### config.mk
export PLATFORM = sky130hd
export DESIGN_NAME = exec_sequencer
export DESIGN_NICKNAME = d
export VERILOG_FILES = /design/src/rtl/cpu_pkg.sv /design/src/rtl/exec_sequencer.sv
export SDC_FILE = /design/constraint.sdc
export NUM_CORES = 1
export LEC_CHECK = 0
export ABC_AREA = 1
export BUFFER_PORTS_ARGS = -buffer_cell sky130_fd_sc_hd__clkbuf_2
export CORE_MARGIN = 3
export CORE_UTILIZATION = 51
export CTS_BUF_LIST = sky130_fd_sc_hd__clkbuf_4 sky130_fd_sc_hd__clkbuf_8 sky130_fd_sc_hd__clkbuf_16
export DETAILED_ROUTE_END_ITERATION = 8
export GPL_ROUTABILITY_DRIVEN = 0
export PLACE_DENSITY_LB_ADDON = 0.25
export SLEW_MARGIN = 0
export SYNTH_ARGS = -nofsm -noshare
export SYNTH_HDL_FRONTEND = slang
export SYNTH_SLANG_ARGS = --single-unit
### constraint.sdc
create_clock -name clk -period 3 [get_ports clk]
set_clock_uncertainty 0.15 [all_clocks]
set_input_delay 0 -clock clk [delete_from_list [all_inputs] [get_ports clk]]
set_output_delay 0 -clock clk [all_outputs]
set_load 0.01 [all_outputs]
### src/rtl/cpu_pkg.sv
// cpu_pkg: ALU opcode constants, execute-stage state encoding and shared widths.
package cpu_pkg;
  localparam int REG_ADDR_W_DEF = 3;
  localparam logic [2:0] ALU_ADD = 3'b000;
  localparam logic [2:0] ALU_SUB = 3'b001;
  localparam logic [2:0] ALU_AND = 3'b010;
  localparam logic [2:0] ALU_OR  = 3'b011;
  localparam logic [2:0] ALU_XOR = 3'b100;
  localparam logic [2:0] ALU_NOT = 3'b101;
  localparam logic [2:0] ALU_SHL = 3'b110;
  localparam logic [2:0] ALU_SLT = 3'b111;
  typedef enum logic [2:0] {IDLE, RD_A, RD_B, EXEC, WB} exec_state_e;
endpackage

### src/rtl/exec_sequencer.sv
// exec_sequencer: fixed 4-cycle execute controller; reads two operands through one RF port, drives the ALU, writes back.
module exec_sequencer
  import cpu_pkg::*;
#(
  parameter int REG_ADDR_W    = REG_ADDR_W_DEF,
  parameter bit R0_WRITE_LOCK = 1'b1
) (
  input  logic                  clk,
  input  logic                  rst_n,
  input  logic                  in_valid,
  output logic                  in_ready,
  input  logic [2:0]            in_alu_op,
  input  logic [REG_ADDR_W-1:0] in_rd,
  input  logic [REG_ADDR_W-1:0] in_rs1,
  input  logic [REG_ADDR_W-1:0] in_rs2,
  input  logic                  in_use_imm,
  input  logic [15:0]           in_imm,
  output logic [REG_ADDR_W-1:0] rf_raddr,
  input  logic [15:0]           rf_rdata,
  output logic [15:0]           alu_a,
  output logic [15:0]           alu_b,
  output logic [2:0]            alu_op,
  input  logic [15:0]           alu_result,
  input  logic                  alu_zero,
  output logic                  rf_we,
  output logic [REG_ADDR_W-1:0] rf_waddr,
  output logic [15:0]           rf_wdata,
  output logic                  z_flag,
  output logic                  done
);
  exec_state_e state, state_next;
  logic [2:0]            alu_op_q;
  logic [REG_ADDR_W-1:0] rd_q, rs1_q, rs2_q, raddr_q;
  logic                  use_imm_q, zq;
  logic [15:0]           imm_q, op_a_q, res_q;

  always_ff @(posedge clk or negedge rst_n)
    if (!rst_n) state <= IDLE;
    else state <= state_next;

  always_comb begin
    state_next = state;
    case (state)
      IDLE: state_next = in_valid ? RD_A : IDLE;
      RD_A: state_next = RD_B;
      RD_B: state_next = EXEC;
      EXEC: state_next = WB;
      default: state_next = IDLE;
    endcase
  end

  // The read address is held between reads so the RF port sees no spurious changes.
  always_comb begin
    in_ready = state == IDLE;
    rf_raddr = state == RD_A ? rs1_q : state == RD_B ? rs2_q : raddr_q;
    alu_a    = op_a_q;
    alu_b    = use_imm_q ? imm_q : rf_rdata;
    alu_op   = alu_op_q;
    rf_we    = state == WB && !(R0_WRITE_LOCK && rd_q == '0);
    rf_waddr = rd_q;
    rf_wdata = res_q;
    done     = state == WB;
  end

  always_ff @(posedge clk or negedge rst_n)
    if (!rst_n) begin
      alu_op_q  <= '0;
      rd_q      <= '0;
      rs1_q     <= '0;
      rs2_q     <= '0;
      use_imm_q <= 1'b0;
      imm_q     <= '0;
      raddr_q   <= '0;
      op_a_q    <= '0;
      res_q     <= '0;
      zq        <= 1'b0;
      z_flag    <= 1'b0;
    end else begin
      raddr_q <= rf_raddr;
      if (state == IDLE && in_valid) begin
        alu_op_q  <= in_alu_op;
        rd_q      <= in_rd;
        rs1_q     <= in_rs1;
        rs2_q     <= in_rs2;
        use_imm_q <= in_use_imm;
        imm_q     <= in_imm;
      end
      if (state == RD_B) op_a_q <= rf_rdata;
      if (state == EXEC) begin
        res_q <= alu_result;
        zq    <= alu_zero;
      end
      if (state == WB) z_flag <= zq;
    end
endmodule

* Yosys cells after proc, flatten, opt, wreduce, memory -nomap -nowiden
Index checks and enable logic that the tools add are counted.
Word-level totals: input port bits 65, latch bits 0, bits in read-only memories 0, word-level logic and storage cells 26, memories kept 0, memory bits (writable) 0, register bits 69
Operators by class: bitwise logic cells 0, reduce and logical (&&, ||, !) cells 5, shift operators 0, multiply operators 0, mux-type cells 5, order comparisons 0, add/subtract/negate cells 0, equal/unequal tests 4, div/mod/pow operators 0
Operators with widths (count):
- $mux W16 | 1
- $pmux W3 S4 | 1
- $eq A3 B2 Y1 const B | 2
- $logic_not A3 Y1 | 2
- $mux W3 | 2
- $eq A3 B1 Y1 const B | 1
- $eq A3 B3 Y1 const B | 1
- $logic_and A1 B1 Y1 | 2
- $logic_not A1 Y1 | 1
- $mux W1 | 1

* Depth between registers and ports, before layout
word-level depth 3, mapped depth 6, gate-level depth less buffers 5

* Worst setup path after synthesis
Ideal clock, no wire load.
path kind register to register, start register state[1], end register imm_q[10], data required time 2.726 ns, period minus slack after synthesis 1.323 ns, stages on the path, launching flop included 7, setup time 0.124 ns, path slack 1.677 ns, buffers on the path 2, data arrival time 1.049 ns, cell sequence dfrtp_1 -> nor2_2 -> nand3_2 -> buf_6 -> buf_12 -> nand2_2 -> o21ai_2
Between the ends: cells in the longest elaborated chain, start to end 2
RTL lines:
- start, declared | RTL line exec_sequencer.sv:31 | exec_state_e state, state_next;
- start signal, assigned | RTL line exec_sequencer.sv:39 | else state <= state_next;
- $logic_not A3 Y1 | RTL line exec_sequencer.sv:80 | if (state == IDLE && in_valid) begin
- $logic_and A1 B1 Y1 | RTL line exec_sequencer.sv:80
- end signal, assigned | RTL line exec_sequencer.sv:86 | imm_q <= in_imm;
- end, declared | RTL line exec_sequencer.sv:35 | logic [15:0] imm_q, op_a_q, res_q;
No other way between the ends. A chain may end at the register's enable or synchronous reset.

* Worst setup path after layout
start register state[0], end output port rf_raddr[1]
Between the ends: cells in the longest elaborated chain, start to end 3, elaborated cells between the ends (all ways) 4, those cells by class 2 x eq/ne; 2 x mux
RTL lines:
- $eq A3 B2 Y1 | RTL line exec_sequencer.sv:55 | rf_raddr = state == RD_A ? rs1_q : state == RD_B ? rs2_q : raddr_q;
- $mux W3 | RTL line exec_sequencer.sv:55
- $mux W3 (*) | RTL line exec_sequencer.sv:55
- end, declared | RTL line exec_sequencer.sv:18 | output logic [REG_ADDR_W-1:0] rf_raddr,
Mark *: on every way between the ends. The rest lies on a longest branch, timed or not.

==> reports/metrics.csv <==
metric;value;unit
Place WS;1.11;ns
DP Cell Count;523;
DRT Pass-1 Iters;4;
setup tns final;0;ns
maximum VDD drop;0.603;mV
Worst Tran Pin Value;0.892;ns
Die Y;82.8;um
chip width;82.8;um
number of synthesized flops with an enable pin;0;
Detailed Route Iter0 Violations;130;
vias in the first global route;2824;
post-synthesis register bit count;69;
die area;0.00686;mm2
clk_lat worst skew;0.33;ns
Synth Instances;338;
Rel. slew slack;0.406;
crit-path cells;inv_2, nand3_2, inv_1, nand2_1, nand3_1, clkbuf_2;
Worst EP arrival;2.10;ns
Nets;590;
cell internal pwr;2.52;mW
Ports;126;
initial antenna violation count;0;
clock network fraction of design power;0.175;
count leader, synth;nand2_1;
Comb pwr share;0.417;
net switching power;1.68;mW
worst-path fanout max;38;
total core area;0.00561;mm2
DRC violations left;0;
GRT Overall Usage;0.245;
Remaining Overflow, GRT;0;
Setup Crit Path Kind;reg -> out;
share of the synthesized area in the top cell type;0.574;
unrepaired setup endpoints after global routing;no;
CP top delay family;simple AND/OR/NAND/NOR gates;
Slowest-stage cell, CP;nand3_2;
Switching Share;0.401;
power per cell area;942;mW/mm2
Worst-path clk slew;0.07;ns
Leakage;2.50;nW
Tcrit/Tclk final;0.751;
total power;4.20;mW
Slew Limit Fails;0;
ANT cells;0;
Hold Crit Class;in -> async;
CTS tree;built;
Inserted Clock Buffers;9;
fmax;0.444;GHz
dominant cell type by area after synthesis;dfrtp_1;
CTS max path bufs;2;
Commonest cells post-synth;nand2_1, dfrtp_1, inv_1;
vias per cell;4.71;
CP startpoint kind;flip-flop;
# setup viols final;0;
Cell variety after synth;21;
CP Data Required Time;2.85;ns
hpwl dp;4730;um
sequential element share of the synthesized area;0.574;
Post-CTS Resized;0;
Routed WL per cell;13.4;um
Area growth syn-to-layout;48.3;%
pin count of the biggest net entering global routing;45;
largest cells by area after synthesis;dfrtp_1, nand2_1, o21ai_0, inv_1, o21ai_2;
maxcap violations;0;
via count;2829;
Synth Warn #;0;
async set or reset register ratio after synthesis;1.00;
syn avg cell area;8.90;um2
Hold Violations, Final;0;
status;finished clean;
initial core utilization;0.536;
FP Rows;27;
worst setup margin;0.747;ns
layout cell share with drive strength beyond 1;0.336;
# H-tree levels;3;
Synth Flop Type;dfrtp_1;
Flop pwr share;0.407;
Mapped Area;0.00301;mm2
Worst Setup End Kind;primary output;
DRT antenna net count;0;
max incr delay on CP;0.62;ns
Finished Layout Cells;601;
CP bufs+invs;3;
count of buffers from port buffering;125;
Post-Route WL;8080;um
global-route wire length before repair;12600;um
CTS Root Cell;clkbuf_8;
fin crit period;2.25;ns
Post-Syn Nets;403;
Sink Count;69;
Final Core Density;0.795;
Filler Cell Count;393;
## kinds of logic after synthesis
group,share of synthesized area
flip-flops,0.574
buffers and inverters,0.106
AO/OA/AOI/OAI,0.124
AND/OR/NAND/NOR,0.196
## layer usage
layer | track usage | vias up | share of wire
met4 | 0.116 | 0 | 0.025
met5 | 0 | - | 0
met3 | 0.0475 | 18 | 0.070
li1 | - | 1404 | -
met1 | 0.291 | 1277 | 0.41
met2 | 0.427 | 130 | 0.50
## power by group through the flow
stage	sequential (mW)	combinational, mW	clock [mW]
6_report	1.71	1.75	0.737
5_1_grt	1.77	1.98	0.794
4_1_cts	1.71	1.75	0.751
3_5_place_dp	1.71	1.67	0
3_3_place_gp	1.71	1.61	0
2_1_floorplan	1.76	1.04	0
## final cells by class
cell class | count | area (um2) | area share
clock buffers | 15 | 200 | 0.0449
inverters | 54 | 204 | 0.0457
multi-input cells | 200 | 961 | 0.215
flip-flops and latches | 69 | 1730 | 0.387
well taps | 72 | 90.1 | 0.0202
repair buffers | 191 | 1280 | 0.287
## worst register-to-register path: cells and delay by family (launching register included)
kind | cells | cell delay (ns)
simple gates | 1 | 0.62
compound gates | 1 | 0.49
flops | 1 | 0.44
buf+inv | 1 | 0.12
## path summary, 6_finish.rpt
path                                    startpoint              endpoint  slack, ns  cells past startpoint
worst min-delay path                         rst_n  alu_a[0]$_DFFE_PN0N_       0.06                      2
worst min register to register      zq$_DFFE_PN0N_    z_flag$_DFFE_PN0P_       0.32                      2
worst max register to register  state[0]$_DFF_PN0_  alu_a[0]$_DFFE_PN0N_       1.07                      3
worst max-delay path            state[0]$_DFF_PN0_           rf_raddr[1]       0.75                      6
min in group clk                          in_valid    state[0]$_DFF_PN0_       0.11                      3
max in group asynchronous                    rst_n    state[1]$_DFF_PN0_       1.65                      3
## flip-flops by register name, summed over array words and instances (netlist names)
signal	cells
alu_a	16
imm_q	16
rf_wdata	16
alu_op	3
raddr_q	3
rf_waddr	3
rs1_q	3
rs2_q	3
state	3
use_imm_q	1
z_flag	1
zq	1
## cells in the final DEF, fill, tap and decap left out, types with 2 or more instances in the layout
cell	netlist	final
nand3_2	2	2
o21ai_0	42	42
o21ai_2	18	18
inv_1	51	51
dlygate4sd3_1	0	63
nor3_1	2	2
nand2_1	115	115
dfrtp_1	69	69
clkbuf_2	1	124
clkbuf_8	0	14
nand3_1	6	6
nand2_2	10	10
inv_2	2	2
buf_4	0	3
## per-stage QoR
step | cell area (um2) | hold WS (ns)
final | 4460 | 0.0609
after global routing | 4460 | 0.112
after CTS | 4460 | 0.0583
after detailed placement | 3630 | -0.110
after global placement | 3630 | -0.112
after floorplan | 3010 | -0.446
## timing repair
action                    CTS  global route
hold buffers               63             0
setup buffers               0             0
hold endpoints to repair   87             0
Note: power is estimated with default switching activity, not from simulation.
